==> config.mk <==
export PLATFORM = sky130hd
export DESIGN_NAME = demux4x32_buf
export DESIGN_NICKNAME = d
export VERILOG_FILES = /design/src/rtl/demux4x32_buf_pkg.sv /design/src/rtl/demux_slot.sv /design/src/rtl/demux4x32_buf.sv
export SDC_FILE = /design/constraint.sdc
export NUM_CORES = 1
export LEC_CHECK = 0
export ABC_CLOCK_PERIOD_IN_PS = 1800
export BUFFER_PORTS_ARGS = -buffer_cell sky130_fd_sc_hd__buf_2
export CORE_UTILIZATION = 40
export DETAILED_ROUTE_END_ITERATION = 10
export PLACE_DENSITY = 0.65
export SLEW_MARGIN = 20
export SYNTH_ARGS = -nofsm -noshare
export SYNTH_HDL_FRONTEND = slang
export SYNTH_SLANG_ARGS = --single-unit
==> constraint.sdc <==
create_clock -name clk -period 1.8 [get_ports clk]
set_input_delay 0.27 -clock clk [delete_from_list [all_inputs] [get_ports clk]]
set_output_delay 0.27 -clock clk [all_outputs]
set_load 0.005 [all_outputs]
==> src/rtl/demux4x32_buf_pkg.sv <==
// Shared constants and slot state encoding for the 1-to-4 buffered demultiplexer.
package demux4x32_buf_pkg;

   localparam int NPORTS    = 4;
   localparam int WIDTH_DEF = 32;
   localparam int CNT_W_DEF = 8;

   typedef enum logic {
      SLOT_EMPTY = 1'b0,
      SLOT_FULL  = 1'b1
   } slot_state_t;

endpackage : demux4x32_buf_pkg

==> src/rtl/demux_slot.sv <==
// One output port: single-entry word buffer, EMPTY/FULL state and delivered-word counter.
module demux_slot
   import demux4x32_buf_pkg::*;
#(
   parameter int WIDTH = WIDTH_DEF,
   parameter int CNT_W = CNT_W_DEF
) (
   input  logic             clk,
   input  logic             rst,
   input  logic             push,
   input  logic [WIDTH-1:0] push_data,
   input  logic             ready,
   output logic             valid,
   output logic [WIDTH-1:0] data,
   output logic [CNT_W-1:0] count
);

   slot_state_t state;
   logic        pop;

   assign valid = (state == SLOT_FULL);
   assign pop   = valid & ready;

   // Buffer state, word capture and delivery count; a pop and push together keep the slot full.
   always_ff @(posedge clk) begin
      if (rst) begin
         state <= SLOT_EMPTY;
         data  <= '0;
         count <= '0;
      end else begin
         if (push) begin
            data <= push_data;
         end
         if (pop) begin
            count <= count + CNT_W'(1);
         end
         case (state)
            SLOT_EMPTY: if (push)         state <= SLOT_FULL;
            SLOT_FULL:  if (pop && !push) state <= SLOT_EMPTY;
            default:                      state <= SLOT_EMPTY;
         endcase
      end
   end

endmodule : demux_slot

==> src/rtl/demux4x32_buf.sv <==
// Buffered 1-to-4 demultiplexer: routes each upstream word to the port chosen by in_sel.
module demux4x32_buf
   import demux4x32_buf_pkg::*;
#(
   parameter int WIDTH = WIDTH_DEF,
   parameter int CNT_W = CNT_W_DEF
) (
   input  logic                      clk,
   input  logic                      rst,
   input  logic [WIDTH-1:0]          in_data,
   input  logic [1:0]                in_sel,
   input  logic                      in_valid,
   output logic                      in_ready,
   output logic [NPORTS*WIDTH-1:0]   out_data,
   output logic [NPORTS-1:0]         out_valid,
   input  logic [NPORTS-1:0]         out_ready,
   output logic [NPORTS*CNT_W-1:0]   out_count
);

   logic [NPORTS-1:0] push;

   // Only the addressed port can stall upstream; it accepts when empty or draining this cycle.
   assign in_ready = !out_valid[in_sel] | out_ready[in_sel];

   // One-hot push decode; in_valid gates away any unknown select or data when idle.
   always_comb begin
      push = '0;
      for (int i = 0; i < NPORTS; i++) begin
         push[i] = in_valid & in_ready & (in_sel == 2'(i));
      end
   end

   for (genvar g = 0; g < NPORTS; g++) begin : g_slot
      demux_slot #(
         .WIDTH (WIDTH),
         .CNT_W (CNT_W)
      ) u_slot (
         .clk       (clk),
         .rst       (rst),
         .push      (push[g]),
         .push_data (in_data),
         .ready     (out_ready[g]),
         .valid     (out_valid[g]),
         .data      (out_data[g*WIDTH +: WIDTH]),
         .count     (out_count[g*CNT_W +: CNT_W])
      );
   end

endmodule : demux4x32_buf

After elaboration in Yosys (flattened, before gate mapping)
Cells that the tools add are included.

operators by class
  $add $sub $neg = 4
  $mul = 0
  div/mod/pow operators = 0
  order comparisons = 1
  equal/unequal tests = 3
  shift-type cells = 0
  muxes and demuxes = 16
  bitwise operators = 14
  reduce and logical (&&, ||, !) cells = 10

operators with widths
  cell                 count
  $add 8x1->8 const B  4
  $mux 1               10
  $and 1x1->1          9
  $pmux 1 s2           4
  $logic_not 1->1      5
  $bmux 1 s2           2
  $eq 2x2->1 const B   2
  $logic_and 1x1->1    4
  $not 1->1            4
  $lt 2x3->1 const B   1
  $eq 2x1->1 const B   1
  $logic_not 2->1      1
  $or 1x1->1           1

word-level totals
  bits in registers = 164
  latch bits = 0
  RAM bits = 0
  memory bits (read-only) = 0
  input bits = 41
  output and inout port bits = 165
  word-level logic and storage cells = 60
  memories kept = 0

Longest topological paths before layout
  word-level depth = 10
  gate-level depth with buffers = 6
  gate-level depth less buffers = 4

Hierarchy
From an unflattened synthesis, not the netlist that was laid out.

unflattened totals
  cell total of the unflattened synthesis = 601
  area, all modules = 6077.1 sq um

modules (own cells, without submodules)
  module         instances  cells each  area an instance (sq um)  sequential area each (sq um)
  demux_slot     4          148         1493.9                    820.8
  demux4x32_buf  1          9           101.3                     0.0

Least setup slack after synthesis
No wires, ideal clock.

  kind = reg2out
  start = register g_slot[3].u_slot.state
  end = output in_ready
  arrival time = 1.097 ns
  required time = 1.530 ns
  path slack = 0.433 ns
  stages on the path, launching flop included = 4
  path buffers = 1
  path through = dfxtp_1 > nand2b_1 > clkbuf_1 > mux4_2

between the ends
  cells in the longest elaborated chain, start to end = 4

ends and longest elaborated chain
  item                          RTL line             RTL
  from (decl)                   demux_slot.sv:18     slot_state_t state;
  from (signal assigned)        demux_slot.sv:27     state <= SLOT_EMPTY;
  from (signal assigned)        demux_slot.sv:38     SLOT_EMPTY: if (push) state <= SLOT_FULL;
  from (signal assigned)        demux_slot.sv:39     SLOT_FULL: if (pop && !push) state <= SLOT_EMPTY;
  $bmux 1 s2                    demux4x32_buf.sv:23  assign in_ready = !out_valid[in_sel] | out_ready[in_sel];
  $mux 1 (implied by the code)  demux4x32_buf.sv:23
  $logic_not 1->1               demux4x32_buf.sv:23
  $or 1x1->1                    demux4x32_buf.sv:23
  to (decl)                     demux4x32_buf.sv:13  output logic in_ready,

No other way between the ends. The select of a mux whose other input is x is not followed.

Final worst setup path
Same ends and word-level chain as after synthesis.

==> summary.txt <==
Detailed routing
  • Vias per Instance: 5.55
  • Routed Antenna Nets: 0
  • Vias: 6572
  • WL/cell: 17.6 um
  • DRC Markers: 0
  • Final Routed Wirelength: 20800 um
  • DRT Pass-1 Iters: 5
  • Initial DRC count: 582

Global routing
  • Largest net degree at the start of global routing: 40
  • Congestion Overflow GR: 0
  • All-Layer GR Usage: 25.2%
  • Initial antenna violation count: 1
  • Vias in the first global route: 5992
  • First-pass GRT wire length: between 30000 and 40000 um

Min path
  • WHS Endpoint: g_slot[3].u_slot.data[14]$_SDFFE_PP0P_
  • Worst hold start: in_data[14]
  • Worst hold stages: 3
  • Min-delay worst type: in2reg

Synth
  • Adder-Cell Fraction of Synth Area: 0.770%
  • Dominant synthesized flop cell: dfxtp_1
  • Simple-Gate Fraction of Synth Area: 17.5%
  • Unique masters post-synth: 31
  • XOR/XNOR Fraction of Synth Area: 1.08%
  • Largest area contributor in the netlist: dfxtp_1
  • Post-synthesis compound-gate area fraction: 23.7%
  • Top post-synthesis cells by area: dfxtp_1, a21oi_1, nand3_1
  • Post-synth top cells: dfxtp_1, a21oi_1, nand3_1, o21ai_0, clkbuf_1
  • Mapped Area: 0.00650 mm^2
  • Post-Syn Nets: 820
  • Syn. warnings: 0
  • Post-synthesis register bit count: 164
  • Ys async rst share: 0%
  • Top cell type's share of synthesized area: 50.5%
  • Top-count cell post-synth: dfxtp_1
  • Sequential share of the synthesized area: 50.5%
  • Synth Area per Inst: 8.39 um^2
  • Cells after Synth: 775
  • Mux cell area share after synthesis: 0.346%
  • Number of synthesized flops with an enable pin: 0
  • Main combinational cell family by area after synthesis: compound AO/OA/AOI/OAI gates

Timing
  • Final setup fails: 0
  • Relative slew slack: between 60% and 70%
  • Min Tclk post-route: 1750 ps
  • Fin Clk Skew: 7.52 ps
  • Max Fclk: 0.572 GHz
  • Tcrit/Tclk final: 97.2%
  • Max-slew violation count: 0
  • Worst-Margin Slew: 598 ps
  • Fin. Hold Viols: 0

Critical path
  • CP Max Fanout: 2
  • Flop2flop setup slack: 300 ps
  • Worst path bufs/invs: 1
  • R2R Path Start: g_slot[0].u_slot.valid$_SDFF_PP0_
  • CP Cell Sequence: nand2b_4 > mux4_2 > buf_6
  • Critical path's largest stage delay: 490 ps
  • CP top delay family: multiplexers
  • Worst path arrival time: 1480 ps
  • Worst reg2reg path depth: 4
  • Critical R2R Capture: g_slot[0].u_slot.data[22]$_SDFFE_PP0P_
  • Crit end category: primary output
  • Worst setup SP type: register
  • CP max stage cell: mux4_2
  • Kind of critical path: reg2out
  • Crit path required time: around 1500 ps

Placement
  • IO buf count: 205
  • Cell Area, Placed: just under 0.008 mm^2
  • DPL Wire Length: 13600 um
  • RePlAce Congestion: 0.788

Clock network
  • TritonCTS clock tree: yes
  • Clock slew at reported path FFs: 70 ps
  • Num CTS Buffers: 17
  • Hold-fix buffers, CTS: 0
  • Clock Sinks: 164
  • H-tree Lvls: 4
  • Worst-Skew Late Latency: 430 ps
  • CTS max path bufs: 2
  • Clock root buffer: clkbuf_16

Floorplanning
  • Core Area: ~0.016 mm^2
  • Row Count: 46
  • Starting Density: about 41%
  • Die Height: 129 um
  • Ports: 206
  • DIE AREA: 0.0168 mm^2
  • Die Width: 129 um

Cells and area
  • Fill count: 1558
  • Layout area overhead: 29.5%
  • Post-route cell area: 0.00842 mm^2
  • Fraction of layout instances using a drive strength above 1: 29.5%
  • NumNets Final: 1000

Power
  • Total chip power: 0.00827 W
  • Lkg Pwr: between 3 and 4 nW
  • Peak supply drop: 0.691 mV
  • Cell area power density: ~980 mW/mm^2

Flow run
  • Max_cap viols: 0

Status
  • Status: completed
layout by cell type, fill, tap and decap left out, drive strengths merged, types with 9 or more instances in the layout:
cell type	instances
a21oi	156
buf	239
o21ai	140
dfxtp	164
nand3	141
clkbuf	20
nand2	12
or3	12
inv	9
nand4	12
stage by stage:
step / cells / setup TNS, ps / hold slack, ps / util, % / worst slack [ps]
after detailed placement: 1150 / 0 / 464 / 48.8 / 247
after CTS: 1184 / 0 / 110 / 52.9 / 16.5
after floorplan: 775 / 0 / 418 / - / 433
after global placement: 1150 / 0 / 457 / 48.8 / 277
after global routing: 1184 / -1.91 / 113 / 53.0 / -1.91
final: 1185 / 0 / 121 / 53.0 / 51.1
report_power, final:
part | leakage, nW | total [W] | switching (W) | internal, W
sequential | 1.33 | 0.00378 | 0.0000481 | 0.00373
combinational | 1.81 | 0.000620 | 0.000385 | 0.000234
clock | 0.297 | 0.00388 | 0.00152 | 0.00236
metal layers:
| layer | vias to the layer above | GRT usage [%] | share of wire [%] |
|---|---|---|---|
| met1 | 3171 | 32.9 | 44 |
| li1 | 3152 | - | - |
| met3 | 22 | 8.13 | 8.6 |
| met5 | - | 0 | 0 |
| met2 | 227 | 40.4 | 46 |
| met4 | 0 | 6.22 | 1.1 |
registers in the layout, summed over array words and instances, names as in the netlist:
signal	flops
g_slot.u_slot.count	32
g_slot.u_slot.valid	4
g_slot.u_slot.data	128
worst max path at each step:
stage                                 startpoint                                     end  cells after the start
2_1_floorplan  g_slot[3].u_slot.valid$_SDFF_PP0_                                in_ready                      3
5_1_grt        g_slot[3].u_slot.valid$_SDFF_PP0_                                in_ready                      3
3_3_place_gp                        out_ready[0]  g_slot[0].u_slot.data[12]$_SDFFE_PP0P_                      5
4_1_cts        g_slot[1].u_slot.valid$_SDFF_PP0_                                in_ready                      3
6_report       g_slot[3].u_slot.valid$_SDFF_PP0_                                in_ready                      3
3_5_place_dp                        out_ready[0]  g_slot[0].u_slot.data[28]$_SDFFE_PP0P_                      5
final cells by class:
| cell class | count | area [um^2] | share of cell area (%) |
|---|---|---|---|
| antenna | 1 | 2.50 | 0.0297 |
| clock buffer | 20 | 447 | 5.31 |
| clock inverter | 12 | 179 | 2.13 |
| inverter | 8 | 30.0 | 0.357 |
| multi-input combinational | 525 | 2840 | 33.8 |
| sequential | 164 | 3290 | 39.1 |
| tap | 216 | 270 | 3.21 |
| timing repair buffer | 239 | 1350 | 16.1 |
kinds of logic after synthesis:
family                   Yosys count
AO/OA/AOI/OAI                    304
XOR/XNOR                           8
adder cells (fa/ha/maj)            4
buffers and inverters             86
flip-flops                       164
multiplexers                       1
AND/OR/NAND/NOR                  208
timing repair:
item,4_1_cts,5_1_grt
setup buffers,2,0
endpoints found under the hold margin,0,0
resized for setup,4,5
endpoints found under the setup margin,1,1
tightest hold or removal path, cell delays in order:
cell and delay, ps:
buf_2 120, nand3_1 60, a21oi_1 50
Note: power is estimated with default switching activity, not from simulation.
